--- config.mk ---
export PLATFORM = sky130hd
export DESIGN_NAME = shf_seq
export DESIGN_NICKNAME = d
export VERILOG_FILES = /design/src/rtl/shf_pkg.sv /design/src/rtl/shf_seq.sv
export SDC_FILE = /design/constraint.sdc
export NUM_CORES = 1
export LEC_CHECK = 0
export BUFFER_PORTS_ARGS = -buffer_cell sky130_fd_sc_hd__buf_2
export CELL_PAD_IN_SITES_DETAIL_PLACEMENT = 2
export CELL_PAD_IN_SITES_GLOBAL_PLACEMENT = 2
export CORE_MARGIN = 3
export CORE_UTILIZATION = 26
export DETAILED_ROUTE_END_ITERATION = 16
export PLACE_DENSITY = 0.89
export SKIP_CTS_REPAIR_TIMING = 1
export SKIP_LAST_GASP = 1
export SYNTH_ARGS = -nofsm -noshare
export SYNTH_HDL_FRONTEND = slang
export SYNTH_SLANG_ARGS = --single-unit
--- constraint.sdc ---
create_clock -name CLK -period 5.3 [get_ports CLK]
set_clock_uncertainty 0.15 [all_clocks]
set_input_delay 0.53 -clock CLK [delete_from_list [all_inputs] [get_ports CLK]]
set_output_delay 0.53 -clock CLK [all_outputs]
set_load 0.05 [all_outputs]
--- src/rtl/shf_pkg.sv ---
// Shared definitions for the shifter sequencing stage: shifter mode codes,
// FSM state encoding and the iterate-mode predicate.
package shf_pkg;

    localparam logic [3:0] SHF_SHL = 4'b0000;
    localparam logic [3:0] SHF_SHR = 4'b0001;
    localparam logic [3:0] SHF_ROL = 4'b0010;
    localparam logic [3:0] SHF_ROR = 4'b0011;
    localparam logic [3:0] SHF_SAL = 4'b0100;
    localparam logic [3:0] SHF_SAR = 4'b0101;
    localparam logic [3:0] SHF_SWP = 4'b0110;
    localparam logic [3:0] SHF_BSW = 4'b0111;
    localparam logic [3:0] SHF_RCL = 4'b1000;
    localparam logic [3:0] SHF_RCR = 4'b1001;

    typedef enum logic [1:0] {
        ST_IDLE = 2'b00,
        ST_EXEC = 2'b01,
        ST_DONE = 2'b10
    } state_t;

    function automatic logic is_iter_mode(input logic [3:0] mode,
                                          input logic [3:0] sal_code,
                                          input logic [3:0] sar_code);
        return (mode == sal_code) || (mode == sar_code);
    endfunction

endpackage

--- src/rtl/shf_seq.sv ---
// Sequencer in front of the combinational 16-bit shifter: holds operands,
// iterates single-bit arithmetic shifts, and hands the result to writeback.
//
//   state | meaning
//   ------+-------------------------------------------------------------
//   IDLE  | ready for a request; REQ_READY=1
//   EXEC  | one shifter pass per edge; CNT counts passes remaining
//   DONE  | result held on RES_*; leaves on RES_READY
module shf_seq
    import shf_pkg::*;
#(
    parameter int         DW       = 16,
    parameter logic [3:0] SAL_CODE = SHF_SAL,
    parameter logic [3:0] SAR_CODE = SHF_SAR
) (
    input  logic          CLK,
    input  logic          RST_N,
    input  logic          FLUSH,
    input  logic          REQ_VALID,
    output logic          REQ_READY,
    input  logic [DW-1:0] REQ_DATA,
    input  logic [3:0]    REQ_TIMES,
    input  logic [3:0]    REQ_MODE,
    input  logic [DW-1:0] REQ_FLAG,
    output logic [DW-1:0] SHF_IN,
    output logic [3:0]    SHF_TIMES,
    output logic [3:0]    SHF_MODE,
    output logic [DW-1:0] SHF_FLAG_in,
    input  logic [DW-1:0] SHF_OUT,
    input  logic [DW-1:0] SHF_FLAG_out,
    output logic          RES_VALID,
    input  logic          RES_READY,
    output logic [DW-1:0] RES_DATA,
    output logic [DW-1:0] RES_FLAG,
    output logic          BUSY
);

    state_t        state;
    logic [DW-1:0] acc_data;
    logic [DW-1:0] acc_flag;
    logic [3:0]    mode_q;
    logic [3:0]    times_q;
    logic [4:0]    cnt;

    logic req_iter;
    logic mode_iter;

    assign req_iter  = is_iter_mode(REQ_MODE, SAL_CODE, SAR_CODE);
    assign mode_iter = is_iter_mode(mode_q, SAL_CODE, SAR_CODE);

    always_ff @(posedge CLK or negedge RST_N) begin
        if (!RST_N) begin
            state    <= ST_IDLE;
            acc_data <= '0;
            acc_flag <= '0;
            mode_q   <= '0;
            times_q  <= '0;
            cnt      <= '0;
        end else if (FLUSH) begin
            // Abort wins over everything; accumulator contents are left as-is.
            state <= ST_IDLE;
            cnt   <= '0;
        end else begin
            case (state)
                ST_IDLE: begin
                    if (REQ_VALID) begin
                        acc_data <= REQ_DATA;
                        acc_flag <= REQ_FLAG;
                        mode_q   <= REQ_MODE;
                        times_q  <= REQ_TIMES;
                        if (req_iter) begin
                            cnt   <= {1'b0, REQ_TIMES};
                            state <= (REQ_TIMES == 4'd0) ? ST_DONE : ST_EXEC;
                        end else begin
                            cnt   <= 5'd1;
                            state <= ST_EXEC;
                        end
                    end
                end
                ST_EXEC: begin
                    acc_data <= SHF_OUT;
                    acc_flag <= SHF_FLAG_out;
                    if (cnt != 5'd0) begin
                        cnt <= cnt - 5'd1;
                    end
                    if (cnt <= 5'd1) begin
                        state <= ST_DONE;
                    end
                end
                ST_DONE: begin
                    if (RES_READY) begin
                        state <= ST_IDLE;
                    end
                end
                default: begin
                    state <= ST_IDLE;
                end
            endcase
        end
    end

    // Iterating modes always ask the shifter for a single bit per pass.
    assign SHF_IN      = acc_data;
    assign SHF_FLAG_in = acc_flag;
    assign SHF_MODE    = mode_q;
    assign SHF_TIMES   = mode_iter ? 4'd1 : times_q;

    assign REQ_READY = (state == ST_IDLE);
    assign RES_VALID = (state == ST_DONE);
    assign BUSY      = (state != ST_IDLE);
    assign RES_DATA  = acc_data;
    assign RES_FLAG  = acc_flag;

endmodule

Word level (Yosys, flattened, before mapping)

Index checks and enable logic that the tools add are counted.

Output and inout port bits: 75
Input bits: 77
Word-level logic and storage cells: 49
Bits in registers: 47

Add/subtract/negate cells: 1
Bitwise operators: 1
Reductions and logical operators: 12
Magnitude comparators: 1
Multiplexer cells: 17
Equality and inequality tests: 11

Operators with widths:

| kind                                                                             | count |
|---|---|
| 16-bit case mux with 2 select lines                                              | 2 |
| 16-bit two-way mux                                                               | 2 |
| 4-bit by 3-bit equality test with 1-bit output, second input constant            | 4 |
| 5-bit two-way mux                                                                | 3 |
| 2-bit two-way mux                                                                | 6 |
| 3-bit AND reduction                                                              | 4 |
| 5-bit case mux with 2 select lines                                               | 1 |
| 3-bit inequality test, second input constant                                     | 3 |
| 4-bit two-way mux                                                                | 2 |
| 2-bit case mux with 3 select lines                                               | 1 |
| 5-bit by 1-bit less-or-equal comparator with 1-bit output, second input constant | 1 |
| 5-bit nonzero test                                                               | 1 |
| 5-bit by 1-bit subtractor with 5-bit output, second input constant               | 1 |
| 4-bit logical NOT                                                                | 1 |
| 2-bit nonzero test                                                               | 2 |
| 3-bit by 2-bit inequality test with 1-bit output, second input constant          | 1 |
| 3-bit nonzero test                                                               | 1 |
| 2-bit by 1-bit equality test with 1-bit output, second input constant            | 1 |
| 2-bit equality test, second input constant                                       | 1 |
| 2-bit logical NOT                                                                | 1 |
| 1-bit logical OR                                                                 | 2 |
| 2-bit inequality test, second input constant                                     | 1 |
| 1-bit inverter                                                                   | 1 |

Depth between registers and ports, before layout

Gate-level depths: netlist of run 1.

Depth after elaboration: 6
Mapped depth: 7
Mapped depth without buffers: 5

Least setup slack after synthesis of run 1

No wires, ideal clock.

Kind: flip-flop to flip-flop
Start point: reg state[1]
End point: reg mode_q[0], in the netlist SHF_MODE[0]
Stages on the path, launching flop included: 6
Path buffers: 1
Arrival time: 2127 ps
Period minus slack after synthesis: 2402 ps
Setup slack: 2898 ps
Setup time: 125 ps
Data required time: 5025 ps
Path through: dfrtp_1 > clkbuf_1 > nor2_1 > nand2_1 > nor2_2 > mux2_2

Longest elaborated chain between the ends: 2

RTL lines:

| item                          | RTL line      | source |
|---|---|---|
| start: declaration            | shf_seq.sv:38 | `state_t state;` |
| start signal: assignment      | shf_seq.sv:73 | `state <= (REQ_TIMES == 4'd0) ? ST_DONE : ST_EXEC;` |
| 2-bit logical NOT             | -             |  |
| net REQ_READY                 | shf_seq.sv:20 | `output logic REQ_READY,` |
| 3-bit AND reduction (no line) | -             |  |
| end signal: assignment        | shf_seq.sv:56 | `mode_q <= '0;` |
| end signal: assignment        | shf_seq.sv:69 | `mode_q <= REQ_MODE;` |
| end: declaration              | shf_seq.sv:41 | `logic [3:0] mode_q;` |

The timed path passes the listed nets, and every way through them passes these cells.
A chain may end at the register's enable or synchronous reset.

Worst setup path after layout of run 1

Start point: reg state[0]
End point: reg acc_flag[8], in the netlist RES_FLAG[8]

Longest elaborated chain between the ends: 3
Elaborated cells on any way between the ends: 6
Those cells by class: eq/ne (2); mux (1); reduce/logical (3)

RTL lines:

| item                                                                                | RTL line      | source |
|---|---|---|
| 2-bit by 1-bit equality test with 1-bit output or 2-bit logical NOT (tied branches) | shf_seq.sv:64 | `case (state)` |
| 2-bit nonzero test (no line) or 2-bit inequality test (tied branches)               | -             |  |
| 3-bit AND reduction (no line)                                                       | -             |  |
| end signal: assignment                                                              | shf_seq.sv:82 | `acc_flag <= SHF_FLAG_out;` |
| end: declaration                                                                    | shf_seq.sv:40 | `logic [DW-1:0] acc_flag;` |

Several ways; a longest one is shown, not always the timed one.

==> reports/metrics.cfg, run 1 <==
[critical_path]
crit_required_ns=5.27
critPathArrivalTime_ns=2.30
path_class=reg -> reg
cp-start-kind=register
cp-end-kind=register
critPathMaxFanout=19

[global_route]
antenna_found_initial=0
use_met1=0.159
overflow=0
top_usage_layer=met2
grt_first_pass_wirelength_mm=12.5
grt_max_degree=66
grt_util_met3=0.0327
use_met2=0.261
grt_usage=0.138
grt_pass1_vias=2418

[sta]
hold_slack_ns=0.288
fin_tns_setup_ns=0
hold_violations=0
rsz0062_at_grt=no
finalCritPeriodShare=0.440
relSlewSlack=0.276
setup_violations=0
fmax_mhz=429
finalMaxSlewViolations=0
layout_min_cycle_time_ns=2.33
finalWorstSetupSlack_ns=2.97
tightest_slew_ns=1.09

[floorplanning]
placementRows=35
start_util=0.272
core_um2=9370
die_x_um=105
io_pins=152
die_area_um2=11000
die_h_um=105

[final_layout]
nNetsFinal=446
drive_gt1_frac=0.474
mostFrequentLayoutCells=151 x buf_2, 47 x dfrtp_1, 35 x o21ai_0, 35 x nand2_1, 33 x mux2i_1
final_common_cell=buf_2
antenna_cells=0
area_growth_pct=28.7
final_area_um2=3290

[place]
portBuffers=151
routabilityCongestion=0.723
dp_slack_ns=2.92
post-dp-hpwl_mm=6.10
place_area_um2=3180

[clock_network]
tritoncts=built
clockBufferDepth=2
insertion_delay_ns=0.29
cts_root_buffer=clkbuf_8
htreeDepth=2
cts_num_sinks=47
clk_pin_slew_ns=0.09
cts_buffers=5

[yosys]
ys_types=31
yosys_warnings=0
synth-main-ff-cell=dfrtp_1
synth_edf_count=0
syn_inst=254
async_flop_share=1.00
synth.ff_latch_count=47
synth_fp_nets=333
syn_area_per_cell_um2=10.1
ys_seq_area_frac=0.461
syn-cell-area_um2=2550

[detailed_routing]
drtIter0Drc=45
viasPerCell=4.45
drc=0
routedWlPerCell_um=15.6
wirelength_mm=7.76
dr_total_vias=2208
postRouteAntennaNets=0
drt_pass1_iterations=3

[pwr]
peakVddDrop_uv=176
p_per_area_nw_per_um2=569
p_leak_nw=1.66

[run_status]
outcome=finished, final reports clean

[run]
max_cap_violations=0

[min_path]
hold_class=in -> async

## cell families (layout without fill, tap and decap cells)
logic type	after synthesis	count (layout)	share of synthesized area
AO/OA/AOI/OAI	50	50	0.118
XOR/XNOR	1	1	0.00343
adder cells (fa/ha/maj)	2	2	0.00980
buffers and inverters	49	162	0.123
flip-flops	47	47	0.461
multiplexers	41	41	0.165
AND/OR/NAND/NOR	64	64	0.120
## synthesized netlist by cell type (all sizes together) (2+ instances only)
cell type	number	share of area
nor3b	3	0.0088
a31oi	2	0.0049
a211oi	2	0.0059
mux2i	33	0.13
inv	3	0.0044
nor2b	6	0.015
mux2	8	0.035
o21ai	35	0.069
a21oi	5	0.0098
nor2	8	0.013
clkbuf	7	0.010
nand2b	4	0.0098
nand2	35	0.051
ha	2	0.0098
dfrtp	47	0.46
nor3	3	0.0059
buf	39	0.11
## worst max-delay path: stages, from the launching register on
cell and delay (ns):
dfrtp_1 0.54, nor2b_4 0.67, buf_4 0.44, mux2i_1 0.24, o21ai_0 0.10
## flip-flops by register name (all words and copies together) (netlist names)
| signal | count |
|---|---|
| RES_DATA | 16 |
| RES_FLAG | 16 |
| SHF_MODE | 4 |
| cnt | 5 |
| state | 2 |
| times_q | 4 |
## through the flow
step                std cells  power [W]   util
floorplan                 254    0.00146      -
global placement          489    0.00161  0.340
detailed placement        489    0.00164  0.340
CTS                       496    0.00191  0.351
global route              496    0.00198  0.351
finish                    496    0.00187  0.351
## path summary, 6_finish.rpt
path	slack, ns	endpoint	cells after the start	start
worst max-delay path	2.97	RES_FLAG[8]$_DFFE_PN0P_	4	state[0]$_DFFE_PN0P_
worst min-delay path	0.29	RES_DATA[4]$_DFFE_PN0P_	1	RST_N
worst max register to register	2.97	RES_FLAG[8]$_DFFE_PN0P_	4	state[0]$_DFFE_PN0P_
worst min register to register	0.37	times_q[2]$_DFFE_PN0P_	1	times_q[2]$_DFFE_PN0P_
max in group asynchronous	4.04	cnt[2]$_DFFE_PN0P_	1	RST_N
min in group CLK	0.32	SHF_MODE[0]$_DFFE_PN0P_	2	REQ_MODE[0]
## cell type report
type                       instances  area [um^2]
fill                            1099         6090
sequential                        47         1180
multi-input combinational        158         1070
timing repair buffer             152          763
tap                              129          161
clock buffer                       6         72.6
clock inverter                     1         30.0
inverter                           3         11.3
## layer usage
layer / up-vias / wire length, um
li1: 1057 / -
met4: 0 / 8
met3: 2 / 502
met5: - / 0
met2: 100 / 4040
met1: 1049 / 3220
## power by group
part	leakage (nW)	switching, W	internal, W	total [W]
clock	0.0513	0.000116	0.000138	0.000255
combinational	1.03	0.000834	0.000243	0.00108
sequential	0.582	0.0000812	0.000457	0.000538
total	1.66	0.00103	0.000838	0.00187
(Power assumes the default switching activity.)
==> run 2: changes to the inputs <==
- CORE_UTILIZATION: 26 -> 24
- PLACE_DENSITY: 0.89 -> 0.84
- clock period: 5.3 -> 2.3 ns (I/O delays scaled with it)
==> run 2 against run 1 <==
Net effect: sequential cell count unchanged; routed wire length up 1.7%; largest cell class unchanged; worst setup slack worse by 2.7 ns; total power up 140%; hold slack worse by 0.28 ns; cell count up 2.4%.
==> reports/metrics.cfg, run 2 (synthesized netlist as in run 1, its figures left out) <==
[sta]
fin_tns_setup_ns=0  ; unchanged
finalMaxSlewViolations=0  ; unchanged
fmax_mhz=495
layout_min_cycle_time_ns=2.02
relSlewSlack=0.580  ; was 0.276
finalWorstSetupSlack_ns=0.282  ; was 2.97 ns
tightest_slew_ns=0.631  ; was 1.09 ns
hold_violations=0  ; unchanged
finalCritPeriodShare=0.878
rsz0062_at_grt=no  ; unchanged
setup_violations=0  ; unchanged

[final_layout]
mostFrequentLayoutCells=151 x buf_2, 47 x dfrtp_1, 35 x o21ai_0, 35 x nand2_1, 33 x mux2i_1  ; unchanged
drive_gt1_frac=0.481  ; was 0.474
antenna_cells=0  ; unchanged
area_growth_pct=32.0  ; was 28.7%
final_common_cell=buf_2  ; unchanged
final_area_um2=3370  ; was 3290 um^2
nNetsFinal=450  ; was 446

[global_route]
antenna_found_initial=0  ; unchanged
grt_first_pass_wirelength_mm=12.2  ; was 12.5 mm
grt_usage=0.129  ; was 0.138
grt_pass1_vias=2411  ; was 2418
grt_max_degree=48  ; was 66
overflow=0  ; unchanged

[critical_path]
crit_path_top_delay_cell=nor3b_1  ; was nor2b_4
reg2reg_from=cnt[0]$_DFFE_PN0P_  ; was state[0]$_DFFE_PN0P_
critPathTopFamily=simple AND/OR/NAND/NOR gates  ; unchanged
critPathArrivalTime_ns=1.64  ; was 2.30 ns
cp-start-kind=register  ; unchanged
critPathMaxFanout=4  ; was 19
path_class=reg -> out  ; was reg -> reg
endpoint=SHF_TIMES[0]  ; was RES_FLAG[8]$_DFFE_PN0P_
crit_cells=3  ; was 4
r2r_end=cnt[0]$_DFFE_PN0P_  ; was RES_FLAG[8]$_DFFE_PN0P_
crit_buf_inv=1  ; unchanged
slowest_delay_ns=0.49  ; was 0.67 ns
crit_required_ns=1.92  ; was 5.27 ns
cp-startpoint=SHF_MODE[1]$_DFFE_PN0P_  ; was state[0]$_DFFE_PN0P_
reg2reg_depth=5  ; was 4
r2r_slack_ns=0.28  ; was 2.97 ns
path_cells=nor3b_1, or2_2, buf_2  ; was nor2b_4, buf_4, mux2i_1, o21ai_0
cp-end-kind=primary output  ; was register

[detailed_routing]
wirelength_mm=7.89  ; was 7.76 mm
routedWlPerCell_um=15.5  ; was 15.6 um
postRouteAntennaNets=0  ; unchanged
drc=0  ; unchanged
drt_pass1_iterations=3  ; unchanged
viasPerCell=4.42  ; was 4.45
drtIter0Drc=62  ; was 45
dr_total_vias=2246  ; was 2208

[place]
dp_slack_ns=0.325  ; was 2.92 ns
place_area_um2=3230  ; was 3180 um^2
post-dp-hpwl_mm=6.19  ; was 6.10 mm
routabilityCongestion=0.712  ; was 0.723
portBuffers=151  ; unchanged

[floorplanning]
die_h_um=109  ; was 105 um
io_pins=152  ; unchanged
die_x_um=109  ; was 105 um
start_util=0.247  ; was 0.272
die_area_um2=11900  ; was 11000 um^2
placementRows=37  ; was 35
core_um2=10300  ; was 9370 um^2

[clock_network]
insertion_delay_ns=0.29  ; about the same
clockBufferDepth=2  ; unchanged
clk_pin_slew_ns=0.09  ; about the same
cts_root_buffer=clkbuf_8  ; unchanged
tritoncts=built  ; unchanged
htreeDepth=2  ; unchanged
cts_num_sinks=47  ; unchanged
cts_buffers=5  ; unchanged

[pwr]
p_leak_nw=1.70  ; was 1.66 nW
p_total_w=0.00445  ; was 0.00187 W
peakVddDrop_uv=579  ; was 176 uV
p_per_area_nw_per_um2=1320  ; was 569 nW/um^2

[run]
max_cap_violations=0  ; unchanged

[run_status]
outcome=finished, final reports clean  ; unchanged

[min_path]
hold_class=in -> reg  ; was in -> async

run 2: metal layers:
layer  part of all wire  track usage  vias to the layer above
met5                  0            0                        -
met1               0.39        0.146                     1080
li1                   -            -                     1068
met4             0.0029       0.0216                        0
met2               0.52        0.247                       96
met3              0.082       0.0308                        2
run 2: how the worst min path moves through the flow:
stage                startpoint                  endpoint  slack, ns  cells after the start
floorplan                 RST_N   RES_DATA[0]$_DFFE_PN0P_      -0.22                      0
global placement          RST_N   RES_DATA[4]$_DFFE_PN0P_       0.22                      2
detailed placement        RST_N  RES_DATA[10]$_DFFE_PN0P_       0.24                      2
CTS                       RST_N  RES_DATA[10]$_DFFE_PN0P_       -0.1                      2
global route        REQ_MODE[0]   SHF_MODE[0]$_DFFE_PN0P_      0.002                      2
finish              REQ_MODE[0]   SHF_MODE[0]$_DFFE_PN0P_       0.01                      2
run 2: layout make-up:
class | instances | area [um^2]
Fill cell | 1151 | 6950
Sequential cell | 47 | 1180
Multi-Input combinational cell | 158 | 1070
Timing Repair Buffer | 156 | 808
Tap cell | 136 | 170
Clock buffer | 6 | 72.6
Clock inverter | 2 | 60.1
Inverter | 3 | 11.3
run 2: power by group:
group / total (W) / switching, W / leakage [nW] / internal, W
sequential: 0.00124 / 0.000192 / 0.582 / 0.00105
clock: 0.000713 / 0.000278 / 0.0654 / 0.000435
combinational: 0.00249 / 0.00192 / 1.05 / 0.000576
run 2: through the flow:
step | cells | utilization | hold WS [ns]
after floorplan | 254 | - | -0.216
after global placement | 499 | 0.313 | 0.218
after detailed placement | 499 | 0.313 | 0.237
after CTS | 507 | 0.326 | -0.0954
after global routing | 508 | 0.327 | 0.00238
final | 508 | 0.327 | 0.0104
==> run 3: changes to the inputs <==
- ABC_AREA: not set -> 1
- CORE_UTILIZATION: 24 -> 22
- PLACE_DENSITY: 0.84 -> 0.83
==> run 3 against run 2 <==
Net effect: clock-buffer cell count fell by 1; register-to-register slack improved by 0.20 ns; design area is 2.4% higher; sequential share of layout area decreased by 0.83 points; core utilization fell by 2.5 points; non-clock buffer count grew 1; hold slack improved by 0.025 ns; first-iteration DRC count is 81% higher; highest routed layer unchanged.
==> reports/metrics.cfg, run 3 <==
[yosys]
ys_types=20  ; was 31
ys_top_cells_by_count=109 x nand2_1, 49 x nor2_1, 47 x dfrtp_1  ; was 47 x dfrtp_1, 35 x nand2_1, 35 x o21ai_0
synth.area.top_cells=dfrtp_1 45%, nand2_1 16%, buf_4 10%  ; was dfrtp_1 46%, mux2i_1 13%, buf_4 9.7%
synth_fa_ha_area_frac=0.00965  ; was 0.00980
syn_inst=341  ; was 254
yosys.area.top_type=dfrtp_1  ; unchanged
ys_seq_area_frac=0.453  ; was 0.461
async_flop_share=1.00  ; unchanged
syn-cell-area_um2=2590  ; was 2550 um^2
synth_simple_gate_area_frac=0.270  ; was 0.120
synthMuxAreaShare=0  ; was 0.165
yosysTopAreaCellShare=0.453  ; was 0.461
synth_top_family_by_area=simple AND/OR/NAND/NOR gates  ; was multiplexers
synth.ff_latch_count=47  ; unchanged
syn_area_per_cell_um2=7.61  ; was 10.1 um^2
yosysMostFrequentCell=nand2_1  ; was dfrtp_1
synth-main-ff-cell=dfrtp_1  ; unchanged
synth-xor-area-share=0.00338  ; was 0.00343
synth_edf_count=0  ; unchanged
synth_compound_area_frac=0.110  ; was 0.118
synth_fp_nets=420  ; was 333
yosys_warnings=0  ; unchanged

[detailed_routing]
dr.max_layer_used=met4  ; unchanged
route.layer.met1.wl_mm=3.78  ; was 3.10 mm
drt_pass1_iterations=4  ; was 3
drc=0  ; unchanged
routed-wl-met2_mm=4.75  ; was 4.12 mm
dr_wl_met3_um=517  ; was 648 um
postRouteAntennaNets=0  ; unchanged
drtIter0Drc=112  ; was 62
viasPerCell=4.46  ; was 4.42
routedWlPerCell_um=15.1  ; was 15.5 um
dr_total_vias=2682  ; was 2246
wirelength_mm=9.10  ; was 7.89 mm

[critical_path]
cp-startpoint=SHF_MODE[1]$_DFFE_PN0P_  ; unchanged
cp-start-kind=register  ; unchanged
critPathMaxFanout=4  ; unchanged
reg2reg_from=cnt[0]$_DFFE_PN0P_  ; unchanged
cp-end-kind=primary output  ; unchanged
crit_required_ns=1.92  ; about the same
path_class=reg -> out  ; unchanged
r2r_end=cnt[0]$_DFFE_PN0P_  ; unchanged
reg2reg_depth=7  ; was 5
r2r_slack_ns=0.48  ; was 0.28 ns
critPathArrivalTime_ns=1.53  ; was 1.64 ns

[clock_network]
insertion_delay_ns=0.29  ; about the same
cts_buffers=5  ; unchanged
clk_pin_slew_ns=0.07  ; was 0.09 ns
tritoncts=built  ; unchanged
cts_num_sinks=47  ; unchanged
htreeDepth=2  ; unchanged
cts_root_buffer=clkbuf_16  ; was clkbuf_8
clockBufferDepth=2  ; unchanged

[sta]
finalCritPeriodShare=0.830  ; was 0.878
setup_violations=0  ; unchanged
fmax_mhz=524  ; was 495 MHz
finalMaxSlewViolations=0  ; unchanged
rsz0062_at_grt=no  ; unchanged
hold_slack_ns=0.0350  ; was 0.0104 ns
relSlewSlack=0.578  ; was 0.580
hold_violations=0  ; unchanged
tightest_slew_ns=0.632  ; was 0.631 ns
fin_tns_setup_ns=0  ; unchanged
layout_min_cycle_time_ns=1.91  ; was 2.02 ns

[floorplanning]
die_area_um2=13100  ; was 11900 um^2
io_pins=152  ; unchanged
die_h_um=115  ; was 109 um
start_util=0.226  ; was 0.247
die_x_um=115  ; was 109 um
placementRows=39  ; was 37
core_um2=11500  ; was 10300 um^2

[min_path]
min_to=SHF_MODE[0]$_DFFE_PN0P_  ; unchanged
hold_path_startpoint=REQ_MODE[0]  ; unchanged
hold_class=in -> reg  ; unchanged
hold_path_depth=3  ; was 2

[global_route]
grt_usage=0.140  ; was 0.129
grt_max_degree=66  ; was 48
antenna_found_initial=0  ; unchanged
overflow=0  ; unchanged
grt_pass1_vias=2899  ; was 2411
grt_first_pass_wirelength_mm=14.8  ; was 12.2 mm

[final_layout]
nNetsFinal=537  ; was 450
mostFrequentLayoutCells=151 x buf_2, 109 x nand2_1, 49 x nor2_1, 47 x dfrtp_1, 32 x a31oi_1  ; was 151 x buf_2, 47 x dfrtp_1, 35 x o21ai_0, 35 x nand2_1, 33 x mux2i_1
final_common_cell=buf_2  ; unchanged
fillers=1354  ; was 1151
area_growth_pct=33.2  ; was 32.0%
antenna_cells=0  ; unchanged
drive_gt1_frac=0.375  ; was 0.481

[place]
post-dp-hpwl_mm=7.07  ; was 6.19 mm
routabilityCongestion=0.743  ; was 0.712
portBuffers=151  ; unchanged

[run]
max_cap_violations=0  ; unchanged

[run_status]
outcome=finished, final reports clean  ; unchanged

## run 3: worst max-delay path, stage by stage, from the launching register on
cell,delay (ns)
dfrtp_1,0.39
or3b_2,0.52
nand2_1,0.08
buf_2,0.25
## run 3: final cells by class
cell class	count	area [um^2]	share of cell area
timing repair buffer	157	828	0.240
clock buffer	5	125	0.0362
tap	143	179	0.0518
multi-input combinational	227	1030	0.297
clock inverter	3	43.8	0.0127
sequential	47	1180	0.340
inverter	20	75.1	0.0217
## run 3: cell families (layout without fill, tap and decap cells)
logic type / after synthesis / count (layout)
flops: 47 / 47
xor+xnor: 1 / 1
buf+inv: 67 / 185
compound gates: 48 / 48
fa+ha+maj: 2 / 2
simple gates: 176 / 176
## run 3: how the worst max path moves through the flow
stage,end,slack (ns),cells past startpoint
after detailed placement,state[1]$_DFFE_PN0P_,0.47,8
after CTS,SHF_TIMES[0],0.37,3
after global routing,cnt[0]$_DFFE_PN0P_,0.28,7
final,SHF_TIMES[0],0.39,3
after floorplan,state[1]$_DFFE_PN0P_,0.42,9
after global placement,state[1]$_DFFE_PN0P_,0.57,8
## run 3: metal layers
layer,vias up,GRT usage
li1,1292,-
met1,1300,0.168
met2,86,0.261
met3,4,0.0264
met4,0,0.0261
met5,-,0
## run 3: per-stage QoR
step	setup slack (ns)	std cells	util	area [um^2]
after global routing	0.277	602	0.301	3450
final	0.392	602	0.301	3450
after CTS	0.371	601	0.300	3440
after global placement	0.567	593	0.286	3280
after floorplan	0.418	341	-	2590
after detailed placement	0.470	593	0.286	3280
Power of run 3 is not shown: default switching activity piles up to over one toggle a cycle in this logic, so the estimate is an artifact.
